### config.mk
export PLATFORM = sky130hd
export DESIGN_NAME = force_arbiter_flat
export DESIGN_NICKNAME = d
export VERILOG_FILES = /design/src/rtl/force_arbiter_if.sv /design/src/rtl/force_arbiter.sv /design/src/flat_wrapper.sv
export SDC_FILE = /design/constraint.sdc
export NUM_CORES = 1
export LEC_CHECK = 0
export ABC_CLOCK_PERIOD_IN_PS = 4600
export BUFFER_PORTS_ARGS = -buffer_cell sky130_fd_sc_hd__buf_4
export CAP_MARGIN = 20
export CORE_ASPECT_RATIO = 0.75
export CORE_UTILIZATION = 57
export DETAILED_ROUTE_END_ITERATION = 7
export PLACE_DENSITY = 0.84
export SETUP_SLACK_MARGIN = 0.4
export SYNTH_ARGS = -nofsm -noshare
export SYNTH_HDL_FRONTEND = slang
export SYNTH_SLANG_ARGS = --single-unit
### constraint.sdc
create_clock -name clk -period 4.6 [get_ports clk]
set_input_delay 1.38 -clock clk [delete_from_list [all_inputs] [get_ports clk]]
set_output_delay 1.38 -clock clk [all_outputs]
set_load 0.005 [all_outputs]
### src/rtl/force_arbiter_if.sv
// Signal bundle between a stimulus/host side (master) and force_arbiter (slave).
// Strobes wr_en/req/rel are sampled on every rising edge, so the arbiter is always ready; gnt/forced/q report the result one edge later.
interface force_arbiter_if #(parameter int WIDTH = 4);
  logic             wr_en;
  logic [WIDTH-1:0] wr_data;
  logic [1:0]       req;
  logic [WIDTH-1:0] fval0;
  logic [WIDTH-1:0] fval1;
  logic [1:0]       rel;
  logic [1:0]       gnt;
  logic [WIDTH-1:0] q;
  logic [WIDTH-1:0] base_q;
  logic             forced;
  logic             state_dbg;

  modport master (
    output wr_en, wr_data, req, fval0, fval1, rel,
    input  gnt, q, base_q, forced, state_dbg
  );

  modport slave (
    input  wr_en, wr_data, req, fval0, fval1, rel,
    output gnt, q, base_q, forced, state_dbg
  );
endinterface

### src/rtl/force_arbiter.sv
// Two-requester force/release arbiter over a base register (IDLE/FORCED FSM, round-robin on ties).
// Optional auto-release after TIMEOUT forced cycles is enabled by defining FORCE_ARB_TIMEOUT_EN.
module force_arbiter #(
  parameter int WIDTH    = 4,
  parameter int HOLD_MIN = 2,
  parameter int TIMEOUT  = 15
) (
  input  logic           clk,
  input  logic           rst_n,
  force_arbiter_if.slave bus
);
  // One counter width covers both the hold and the timeout counts.
  localparam int CMAX = (HOLD_MIN > TIMEOUT) ? HOLD_MIN : TIMEOUT;
  localparam int CW   = (CMAX < 1) ? 1 : $clog2(CMAX + 1);

  typedef enum logic {IDLE = 1'b0, FORCED = 1'b1} state_t;

  state_t           state;
  logic [1:0]       gnt_r;
  logic [WIDTH-1:0] q_r;
  logic [WIDTH-1:0] base_r;
  logic [WIDTH-1:0] fv_r;
  logic             ptr;
  logic [CW-1:0]    hold_cnt;

  logic             win;
  logic [WIDTH-1:0] win_val;
  logic [WIDTH-1:0] own_val;
  logic             own_req;
  logic             own_rel;
  logic             do_rel;
  logic             do_reforce;
  logic             release_now;

`ifdef FORCE_ARB_TIMEOUT_EN
  logic [CW-1:0]    to_cnt;
  logic             to_hit;
`endif

  always_comb begin
    win        = (bus.req == 2'b11) ? ptr : bus.req[1];
    win_val    = win ? bus.fval1 : bus.fval0;
    own_val    = gnt_r[1] ? bus.fval1 : bus.fval0;
    own_req    = |(bus.req & gnt_r);
    own_rel    = |(bus.rel & gnt_r);
    // A release wins over a same-cycle re-force even when the release is dropped.
    do_rel     = own_rel && (hold_cnt >= CW'(HOLD_MIN));
    do_reforce = own_req && !own_rel;
`ifdef FORCE_ARB_TIMEOUT_EN
    to_hit      = (to_cnt == CW'(TIMEOUT)) && !do_reforce;
    release_now = do_rel || to_hit;
`else
    release_now = do_rel;
`endif
  end

  always_ff @(posedge clk or negedge rst_n) begin
    if (!rst_n) begin
      state    <= IDLE;
      gnt_r    <= '0;
      q_r      <= '0;
      base_r   <= '0;
      fv_r     <= '0;
      ptr      <= 1'b0;
      hold_cnt <= '0;
`ifdef FORCE_ARB_TIMEOUT_EN
      to_cnt   <= '0;
`endif
    end else if (state == IDLE) begin
      if (bus.wr_en) base_r <= bus.wr_data;
      if (bus.req != 2'b00) begin
        state    <= FORCED;
        gnt_r    <= win ? 2'b10 : 2'b01;
        fv_r     <= win_val;
        q_r      <= win_val;
        ptr      <= ~win;
        hold_cnt <= CW'(1);
`ifdef FORCE_ARB_TIMEOUT_EN
        to_cnt   <= CW'(1);
`endif
      end else begin
        q_r <= bus.wr_en ? bus.wr_data : base_r;
      end
    end else begin
      if (release_now) begin
        // Release commits the force value into the base register.
        state    <= IDLE;
        gnt_r    <= '0;
        base_r   <= fv_r;
        q_r      <= fv_r;
        hold_cnt <= '0;
`ifdef FORCE_ARB_TIMEOUT_EN
        to_cnt   <= '0;
`endif
      end else if (do_reforce) begin
        fv_r     <= own_val;
        q_r      <= own_val;
        hold_cnt <= CW'(1);
`ifdef FORCE_ARB_TIMEOUT_EN
        to_cnt   <= CW'(1);
`endif
      end else begin
        if (hold_cnt < CW'(HOLD_MIN)) hold_cnt <= hold_cnt + CW'(1);
`ifdef FORCE_ARB_TIMEOUT_EN
        to_cnt <= to_cnt + CW'(1);
`endif
      end
    end
  end

  assign bus.gnt       = gnt_r;
  assign bus.q         = q_r;
  assign bus.base_q    = base_r;
  assign bus.forced    = (state == FORCED);
  assign bus.state_dbg = (state == FORCED);
endmodule

### src/flat_wrapper.sv
// flat-port wrapper written by rule: the top's interface ports become plain ports
module force_arbiter_flat 
#(
  parameter int WIDTH    = 4,
  parameter int HOLD_MIN = 2,
  parameter int TIMEOUT  = 15
)
  (clk, rst_n, bus_wr_en, bus_wr_data, bus_req, bus_fval0, bus_fval1, bus_rel, bus_gnt, bus_q, bus_base_q, bus_forced, bus_state_dbg);
  force_arbiter_if #(.WIDTH(WIDTH)) bus_i ();
  input  logic clk;
  input  logic rst_n;
  input wire logic [$bits(bus_i.wr_en)-1:0] bus_wr_en;
  input wire logic [$bits(bus_i.wr_data)-1:0] bus_wr_data;
  input wire logic [$bits(bus_i.req)-1:0] bus_req;
  input wire logic [$bits(bus_i.fval0)-1:0] bus_fval0;
  input wire logic [$bits(bus_i.fval1)-1:0] bus_fval1;
  input wire logic [$bits(bus_i.rel)-1:0] bus_rel;
  output wire logic [$bits(bus_i.gnt)-1:0] bus_gnt;
  output wire logic [$bits(bus_i.q)-1:0] bus_q;
  output wire logic [$bits(bus_i.base_q)-1:0] bus_base_q;
  output wire logic [$bits(bus_i.forced)-1:0] bus_forced;
  output wire logic [$bits(bus_i.state_dbg)-1:0] bus_state_dbg;
  assign bus_i.wr_en = bus_wr_en;
  assign bus_i.wr_data = bus_wr_data;
  assign bus_i.req = bus_req;
  assign bus_i.fval0 = bus_fval0;
  assign bus_i.fval1 = bus_fval1;
  assign bus_i.rel = bus_rel;
  assign bus_gnt = bus_i.gnt;
  assign bus_q = bus_i.q;
  assign bus_base_q = bus_i.base_q;
  assign bus_forced = bus_i.forced;
  assign bus_state_dbg = bus_i.state_dbg;
  force_arbiter #(.WIDTH(WIDTH), .HOLD_MIN(HOLD_MIN), .TIMEOUT(TIMEOUT)) u_core (.clk(clk), .rst_n(rst_n), .bus(bus_i));
endmodule
### Word level (Yosys, flattened, before mapping)

Index checks and enable logic that the tools add are counted.

| word-level totals | value |
|---|---|
| input bits | 19 |
| word-level logic and storage cells | 56 |
| flip-flop bits (word level) | 20 |
| output and inout port bits | 12 |

| cells by class | value |
|---|---|
| mux-type cells | 25 |
| bitwise gates (word level) | 4 |
| $add $sub $neg | 1 |
| equal/unequal tests | 6 |
| order comparisons | 2 |
| reduce and logical (&&, ||, !) cells | 11 |

Operators by type and width:

| cell | number |
|---|---|
| 4-bit 2-to-1 mux | 17 |
| 2-bit 2-to-1 mux | 4 |
| 2-bit inequality test (second input constant) | 3 |
| 2-bit AND reduction | 3 |
| 4-bit by 1-bit adder with 4-bit output (second input constant) | 1 |
| 2-bit bitwise AND | 2 |
| 4-bit by 2-bit >= comparator with 1-bit output (second input constant) | 1 |
| 4-bit by 2-bit less-than comparator with 1-bit output (second input constant) | 1 |
| 1-bit 2-to-1 mux | 4 |
| 4-bit inequality test (second input constant) | 1 |
| 2-bit nonzero test | 2 |
| 2-bit OR reduction | 2 |
| 3-bit inequality test (second input constant) | 1 |
| 3-bit AND reduction | 1 |
| 2-bit equality test (second input constant) | 1 |
| 1-bit logical AND | 2 |
| 1-bit NOT | 2 |
| 1-bit logical NOT | 1 |

### Longest topological paths before layout

Gate-level depths: netlist of the first run.

| logic depth | value |
|---|---|
| depth after elaboration | 7 |
| mapped depth | 7 |

### Worst setup path before layout of the first run

No wires, ideal clock.

| timing path | value |
|---|---|
| path type | input-to-reg |
| start point | input bus_req[0] |
| end point | register u_core.q_r[3], in the netlist u_core.bus.q[3] |
| stages on the path | 5 |
| library setup time | 118 ps |
| arrival time | 2,354 ps |
| slack | 2,128 ps |
| path through | buf_2 a21boi_1 a2111oi_2 o22ai_1 a21o_1 |

| between the ends | value |
|---|---|
| longest elaborated chain between the ends | 5 |
| elaborated cells on any way between the ends | 10 |

RTL lines:

| element | RTL line | source |
|---|---|---|
| start: declaration | flat_wrapper.sv:14 | `input wire logic [$bits(bus_i.req)-1:0] bus_req;` |
| 2-bit equality test | force_arbiter.sv:41 | `win = (bus.req == 2'b11) ? ptr : bus.req[1];` |
| 1-bit 2-to-1 mux | force_arbiter.sv:41 |  |
| 4-bit 2-to-1 mux | force_arbiter.sv:42 | `win_val = win ? bus.fval1 : bus.fval0;` |
| 4-bit 2-to-1 mux | force_arbiter.sv:71 | `if (bus.req != 2'b00) begin` |
| 4-bit 2-to-1 mux | force_arbiter.sv:69 | `end else if (state == IDLE) begin` |
| end signal: assignment | force_arbiter.sv:75 | `q_r <= win_val;` |
| end signal: assignment | force_arbiter.sv:82 | `q_r <= bus.wr_en ? bus.wr_data : base_r;` |
| end signal: assignment | force_arbiter.sv:90 | `q_r <= fv_r;` |
| end: declaration | force_arbiter.sv:20 | `logic [WIDTH-1:0] q_r;` |

Parallel ways exist; a longest one is shown, timed or not.
A chain may end at the register's enable or synchronous reset.

### Worst setup path in the final report of the first run

| timing path | value |
|---|---|
| start point | register u_core.state, in the netlist u_core.bus.forced |
| end point | output bus_forced |

RTL lines:

| element | RTL line | source |
|---|---|---|
| start: declaration | force_arbiter.sv:18 | `state_t state;` |
| start signal: assignment | force_arbiter.sv:59 | `state <= IDLE;` |
| start signal: assignment | force_arbiter.sv:72 | `state <= FORCED;` |
| start signal: assignment | force_arbiter.sv:87 | `state <= IDLE;` |
| end: declaration | flat_wrapper.sv:21 | `output wire logic [$bits(bus_i.forced)-1:0] bus_forced;` |

No word-level cell between the ends.

==> results by group, run 1 <==
Synth
  • Primary FF master, synth: dfrtp_1
  • Top cell type by total area after synthesis: dfrtp_1
  • Post-synth top area share: 0.3876
  • Top post-synthesis cells by area: dfrtp_1 (39%), mux2i_1 (7.8%), a21oi_1 (4.7%)
  • Most frequent cell after synthesis: dfrtp_1
  • Mapped cell area: 0.001291 mm2
  • Post-Syn Instances: 138
  • EDFF count, synth: 0
  • Async set-reset flop share out of synthesis: 1.000
  • YS warnings: 0
  • Syn nets: 159
  • Post-synth top cells: dfrtp_1 (20), nand2_1 (15), a21oi_1 (12), mux2i_1 (10), a31oi_1 (8)
  • #FFs+latches synth: 20
  • Mean Syn Cell Area: 9.357 um2
  • Distinct cells, synth: 43
  • Sequential-to-total area share from yosys stat: 0.3876

GRT
  • Vias in the first global route: 1069
  • Initial antenna violation count: 0
  • GRT Residual Overflow: 0
  • Largest net degree at the start of global routing: 29
  • Tot GR Track Use: 0.2645
  • First-pass GRT wire length: 4878 um

Final layout
  • Share of cells above drive strength 1: 0.2716
  • Fillers: 159
  • Sequential cell area: 500.5 um2
  • Non-Filler Instances: 186
  • Fin nets: 184
  • Multi-input combinational cell area: 711.9 um2
  • Final Util: 0.7446
  • Area delta synth->final: 19.19%
  • Antenna diodes: 0
  • Fin area: 0.001539 mm2

Clocking
  • Clk pin slew, worst setup/hold paths: 0.12 ns
  • CTS max path bufs: 2
  • Clock root buffer master: clkbuf_4
  • Post-CTS Resized: 0
  • Postcts setup bufs: 0
  • # clock sinks: 20
  • Num CTS Buffers: 3
  • TritonCTS clock tree: built
  • Clk_lat worst skew: 0.31 ns
  • CTS HTree Levels: 1
  • Post-CTS Hold Fix Bufs: 0

Min path
  • Hold depth: 1
  • Type of the worst min-delay path: reg2reg

Worst setup path
  • CP cell instances: buf_4
  • CP max stage delay: 1.00 ns
  • Critical Path RT: 3.22 ns
  • CP delay by family, top: flip-flops
  • CP Capture Type: output pin
  • CP max FO: 28
  • WP buf/inv: 1
  • Crit-path slowest cell: dfrtp_1
  • CP Class: reg2out
  • Register-to-Register Path Depth: 4
  • Stages on worst setup path: 1
  • Worst path arrival time: 1.55 ns
  • Worst setup SP type: flip-flop

Die
  • FP Rows: 14
  • I/O Pins: 31
  • Die width: 56.96 um
  • Die area: 0.002462 mm2
  • Die Ht: 43.22 um
  • Initial Utilization: 0.6247
  • Area of the core: 0.002067 mm2

Place
  • Post-DP Area: 0.001486 mm2
  • HPWL Detailed: 2238 um
  • PortBufs: 30
  • Placed cells: 182
  • Post-place setup slack: 1.873 ns
  • Placer Congestion: 0.8650

Drt
  • Initial DRT Pass Iterations: 6
  • DRC viols: 6
  • Number of DRC markers in iteration 0: 70
  • Post-DR vias/cell: 6.591
  • Antenna viol nets, final: 0
  • Via Count: 1226
  • Drt wl/cell: 16.31 um
  • Routed WL: 3034 um

Run
  • Max Cap Viol: 0

STA
  • Hold Violations, Final: 0
  • Fmax: 0.3416 GHz
  • Finish-stage setup viols: 0
  • Final min period: 2.927 ns
  • Worst-Margin Slew: 0.9633 ns
  • Max transition margin: 0.3578
  • RSZ-0062 raised after global routing: false
  • Setup slack after layout: 1.673 ns
  • Post-route clock period utilization: 0.6363
  • Minimum hold slack: 0.5299 ns
  • Pins over their slew limit: 0
  • Setup TNS: 0 ns
  • Fin Clk Skew: 0.005410 ns

Run status
  • Violated checks: DRC
  • Outcome: finished, violations left

Pwr
  • Leak: 0.6931 nW
  • VDD IR-drop max: 0.2946 mV
  • Pwr dens: 669.0 mW/mm2
  • PnR Total Power: 1.030 mW
[area by class of cell]
type / instances / share of cell area
Timing Repair Buffer: 30 / 0.1463
Multi-Input combinational cell: 103 / 0.4626
Inverter: 5 / 0.01220
Sequential cell: 20 / 0.3252
Clock inverter: 1 / 0.01951
Tap cell: 24 / 0.01951
Clock buffer: 3 / 0.01463
[state kept, by name, summed over array words and instances (netlist names)]
name and flops:
u_core.fv_r 4, u_core.bus.gnt 2, u_core.hold_cnt 4, u_core.ptr 1
u_core.bus.forced 1, u_core.bus.q 4, u_core.bus.base_q 4
[placed cells by master (no fill, tap or decap), types with 4 or more instances in the layout]
master,count
a21oi_1,12
a31oi_1,8
buf_4,30
dfrtp_1,20
inv_1,5
mux2i_1,10
nand2_1,15
nor2_1,6
nor3_1,4
o21ai_0,5
[layer usage]
layer,GRT usage,vias to the layer above,part of all wire
met2,0.3859,70,0.43
met4,0.07805,0,0.020
met5,0,-,0
met1,0.3818,581,0.46
li1,-,565,-
met3,0.07317,10,0.091
[power by group]
part,leakage (nW),switching [mW],internal [mW]
combinational,0.433,0.253,0.262
sequential,0.233,0.108,0.259
clock,0.0279,0.0590,0.0881
[logic make-up after synthesis]
kind of cell               after synthesis  synth area share
and+or+nand+nor                         37            0.1386
buffers and inverters                   15           0.06104
AOI/OAI and AO/OA                       52            0.2984
muxes                                   12           0.09496
DFF                                     20            0.3876
adders and majority gates                2           0.01938
[path summary, 6_finish.rpt]
kind	from	slack, ns	endpoint
setup reg to reg	u_core.bus.forced$_DFF_PN0_	2.59	u_core.bus.q[3]$_DFFE_PN0P_
setup / recovery	u_core.bus.forced$_DFF_PN0_	1.67	bus_forced
hold / removal	u_core.ptr$_DFFE_PN0P_	0.53	u_core.ptr$_DFFE_PN0P_
min in group asynchronous	rst_n	0.91	u_core.bus.gnt[0]$_DFFE_PN0P_
max in group asynchronous	rst_n	3.48	u_core.fv_r[1]$_DFFE_PN0P_
hold reg to reg	u_core.ptr$_DFFE_PN0P_	0.53	u_core.ptr$_DFFE_PN0P_
Power figures use the tool's default switching activity.
==> run 2: changes to the inputs <==
ABC_CLOCK_PERIOD_IN_PS = 2700   (was 4600)
CORE_UTILIZATION = 52   (was 57)
PLACE_DENSITY = 0.78   (was 0.84)
clock period = 2.7 ns   (was 4.6 ns; I/O delays follow)
==> run 2 against run 1 <==
Net effect: the run now ends clean; flip-flop and latch count did not move; register-to-register slack got worse by 1.9 ns; setup slack got worse by 1.1 ns; sequential share of layout area fell by 0.42 points; first-iteration DRC count rose by 2.9%; die area rose by 9.2%; largest power group unchanged; hold slack got worse by 0.18 ns.
==> results by group, run 2 (synthesis results as in run 1) <==
Run status
  • Outcome: complete, no violations

GRT
  • Vias in the first global route: 1046 (-2.2%)
  • Largest net degree at the start of global routing: 21 (-28%)
  • GRT Residual Overflow: 0 (unchanged)
  • First-pass GRT wire length: 5140 um (+5.4%)
  • Tot GR Track Use: 0.2623 (-0.002237)
  • Initial antenna violation count: 0 (unchanged)

Drt
  • Initial DRT Pass Iterations: 4 (-2)
  • Drt wl/cell: 16.22 um (-0.54%)
  • Via Count: 1210 (-1.3%)
  • DRC viols: 0 (-6)
  • Routed WL: 3196 um (+5.3%)
  • Antenna viol nets, final: 0 (unchanged)
  • Number of DRC markers in iteration 0: 72 (+2.9%)
  • Post-DR vias/cell: 6.142 (-6.8%)

STA
  • Fmax: 0.4805 GHz
  • Worst-Margin Slew: 0.6829 ns (-0.2804 ns)
  • Fin Clk Skew: 0.008893 ns (+0.003483 ns)
  • Hold Violations, Final: 0 (unchanged)
  • RSZ-0062 raised after global routing: false
  • Post-route clock period utilization: 0.7708
  • Finish-stage setup viols: 0 (unchanged)
  • Setup TNS: 0 ns (unchanged)
  • Pins over their slew limit: 0 (unchanged)
  • Final min period: 2.081 ns
  • Max transition margin: 0.5443 (+0.1865)

Die
  • Die Ht: 45.16 um (+4.5%)
  • Initial Utilization: 0.5548 (-0.06986)
  • I/O Pins: 31 (unchanged)
  • Die area: 0.002689 mm2 (+9.2%)
  • Die width: 59.54 um (+4.5%)
  • FP Rows: 15 (+1)
  • Area of the core: 0.002327 mm2 (+13%)

Clocking
  • Clock root buffer master: clkbuf_4
  • Postcts setup bufs: 0 (unchanged)
  • Num CTS Buffers: 3 (unchanged)
  • Post-CTS Resized: 0 (unchanged)
  • Clk_lat worst skew: 0.31 ns (about the same)
  • CTS HTree Levels: 1 (unchanged)
  • # clock sinks: 20 (unchanged)
  • Clk pin slew, worst setup/hold paths: 0.13 ns (about the same)
  • Post-CTS Hold Fix Bufs: 0 (unchanged)
  • TritonCTS clock tree: built
  • CTS max path bufs: 2 (unchanged)

Place
  • Placer Congestion: 0.8443 (-2.4%)
  • HPWL Detailed: 2244 um (+0.27%)
  • Placed cells: 193 (+6.0%)
  • PortBufs: 30 (unchanged)

Final layout
  • Most frequent cells in the layout: buf_4 (31), dfrtp_1 (20), nand2_1 (15), a21oi_1 (12), mux2i_1 (10)
  • Area delta synth->final: 20.74%
  • Commonest non-fill, non-tap cell in the layout: buf_4
  • Non-Filler Instances: 197 (+5.9%)
  • Share of cells above drive strength 1: 0.2761 (+0.004469)
  • Antenna diodes: 0 (unchanged)
  • Fin nets: 185 (+0.54%)

Worst setup path
  • CP delay by family, top: flip-flops
  • CP cell instances: buf_4
  • CP max stage delay: 0.75 ns (-0.25 ns)
  • Critical Path RT: 1.89 ns (-1.33 ns)
  • Worst path arrival time: 1.27 ns (-0.28 ns)
  • CP Class: reg2out
  • WP buf/inv: 1 (unchanged)
  • CP Capture Type: output pin
  • Worst setup SP type: flip-flop
  • Crit-path slowest cell: dfrtp_1
  • CP max FO: 17 (-39%)

Pwr
  • Leak: 0.6974 nW (+0.62%)
  • VDD IR-drop max: 0.6113 mV (+110%)
  • Pwr dens: 1138 mW/mm2 (+70%)

Run
  • Max Cap Viol: 0 (unchanged)

Min path
  • Type of the worst min-delay path: in2async
## run 2: changes by cell type in the layout (fill, tap and decap cells not counted)
cell | before | now
buf_4 | 30 | 31
## run 2: layer usage
metal  GRT usage  vias up  routed length (um)
met5           0        -                   0
met4     0.04651        0                  15
met3     0.06304        2                 323
met2      0.3820       72                1372
met1      0.3993      571                1484
li1            -      565                   -
## run 2: area by class of cell
class | count | area (um2)
Clock buffer | 3 | 22.52
Clock inverter | 1 | 30.03
Fill cell | 197 | 768.2
Inverter | 5 | 18.77
Multi-Input combinational cell | 103 | 711.9
Sequential cell | 20 | 500.5
Tap cell | 34 | 42.54
Timing Repair Buffer | 31 | 232.7
## run 2: where the power goes
group | switching, mW | internal, mW | total, mW
Combinational | 0.467 | 0.454 | 0.921
Sequential | 0.160 | 0.443 | 0.603
Clock | 0.101 | 0.150 | 0.251
## run 2: worst paths after layout
kind	start	endpoint	slack (ns)	cells after the start
worst max-delay path	u_core.bus.forced$_DFF_PN0_	bus_forced	0.62	1
worst min-delay path	rst_n	u_core.bus.base_q[1]$_DFFE_PN0P_	0.35	1
worst max register to register	u_core.bus.gnt[1]$_DFFE_PN0P_	u_core.bus.q[3]$_DFFE_PN0P_	0.71	5
worst min register to register	u_core.ptr$_DFFE_PN0P_	u_core.ptr$_DFFE_PN0P_	0.52	1
max in group asynchronous	rst_n	u_core.hold_cnt[1]$_DFFE_PN0P_	2.12	1
min in group clk	u_core.ptr$_DFFE_PN0P_	u_core.ptr$_DFFE_PN0P_	0.52	1
## run 2: per-stage QoR
step | total power [mW] | setup WS (ns) | utilization | hold slack [ns] | cell area, um2
after global routing | 1.899 | 0.5220 | 0.6699 | 0.3470 | 1559
final | 1.775 | 0.6188 | 0.6699 | 0.3490 | 1559
after floorplan | 1.233 | 0.7979 | - | 0.4722 | 1291
after detailed placement | 1.508 | 0.5608 | 0.6473 | 0.4995 | 1506
after global placement | 1.480 | 0.5980 | 0.6473 | 0.4962 | 1506
after CTS | 1.765 | 0.6185 | 0.6699 | 0.3595 | 1559
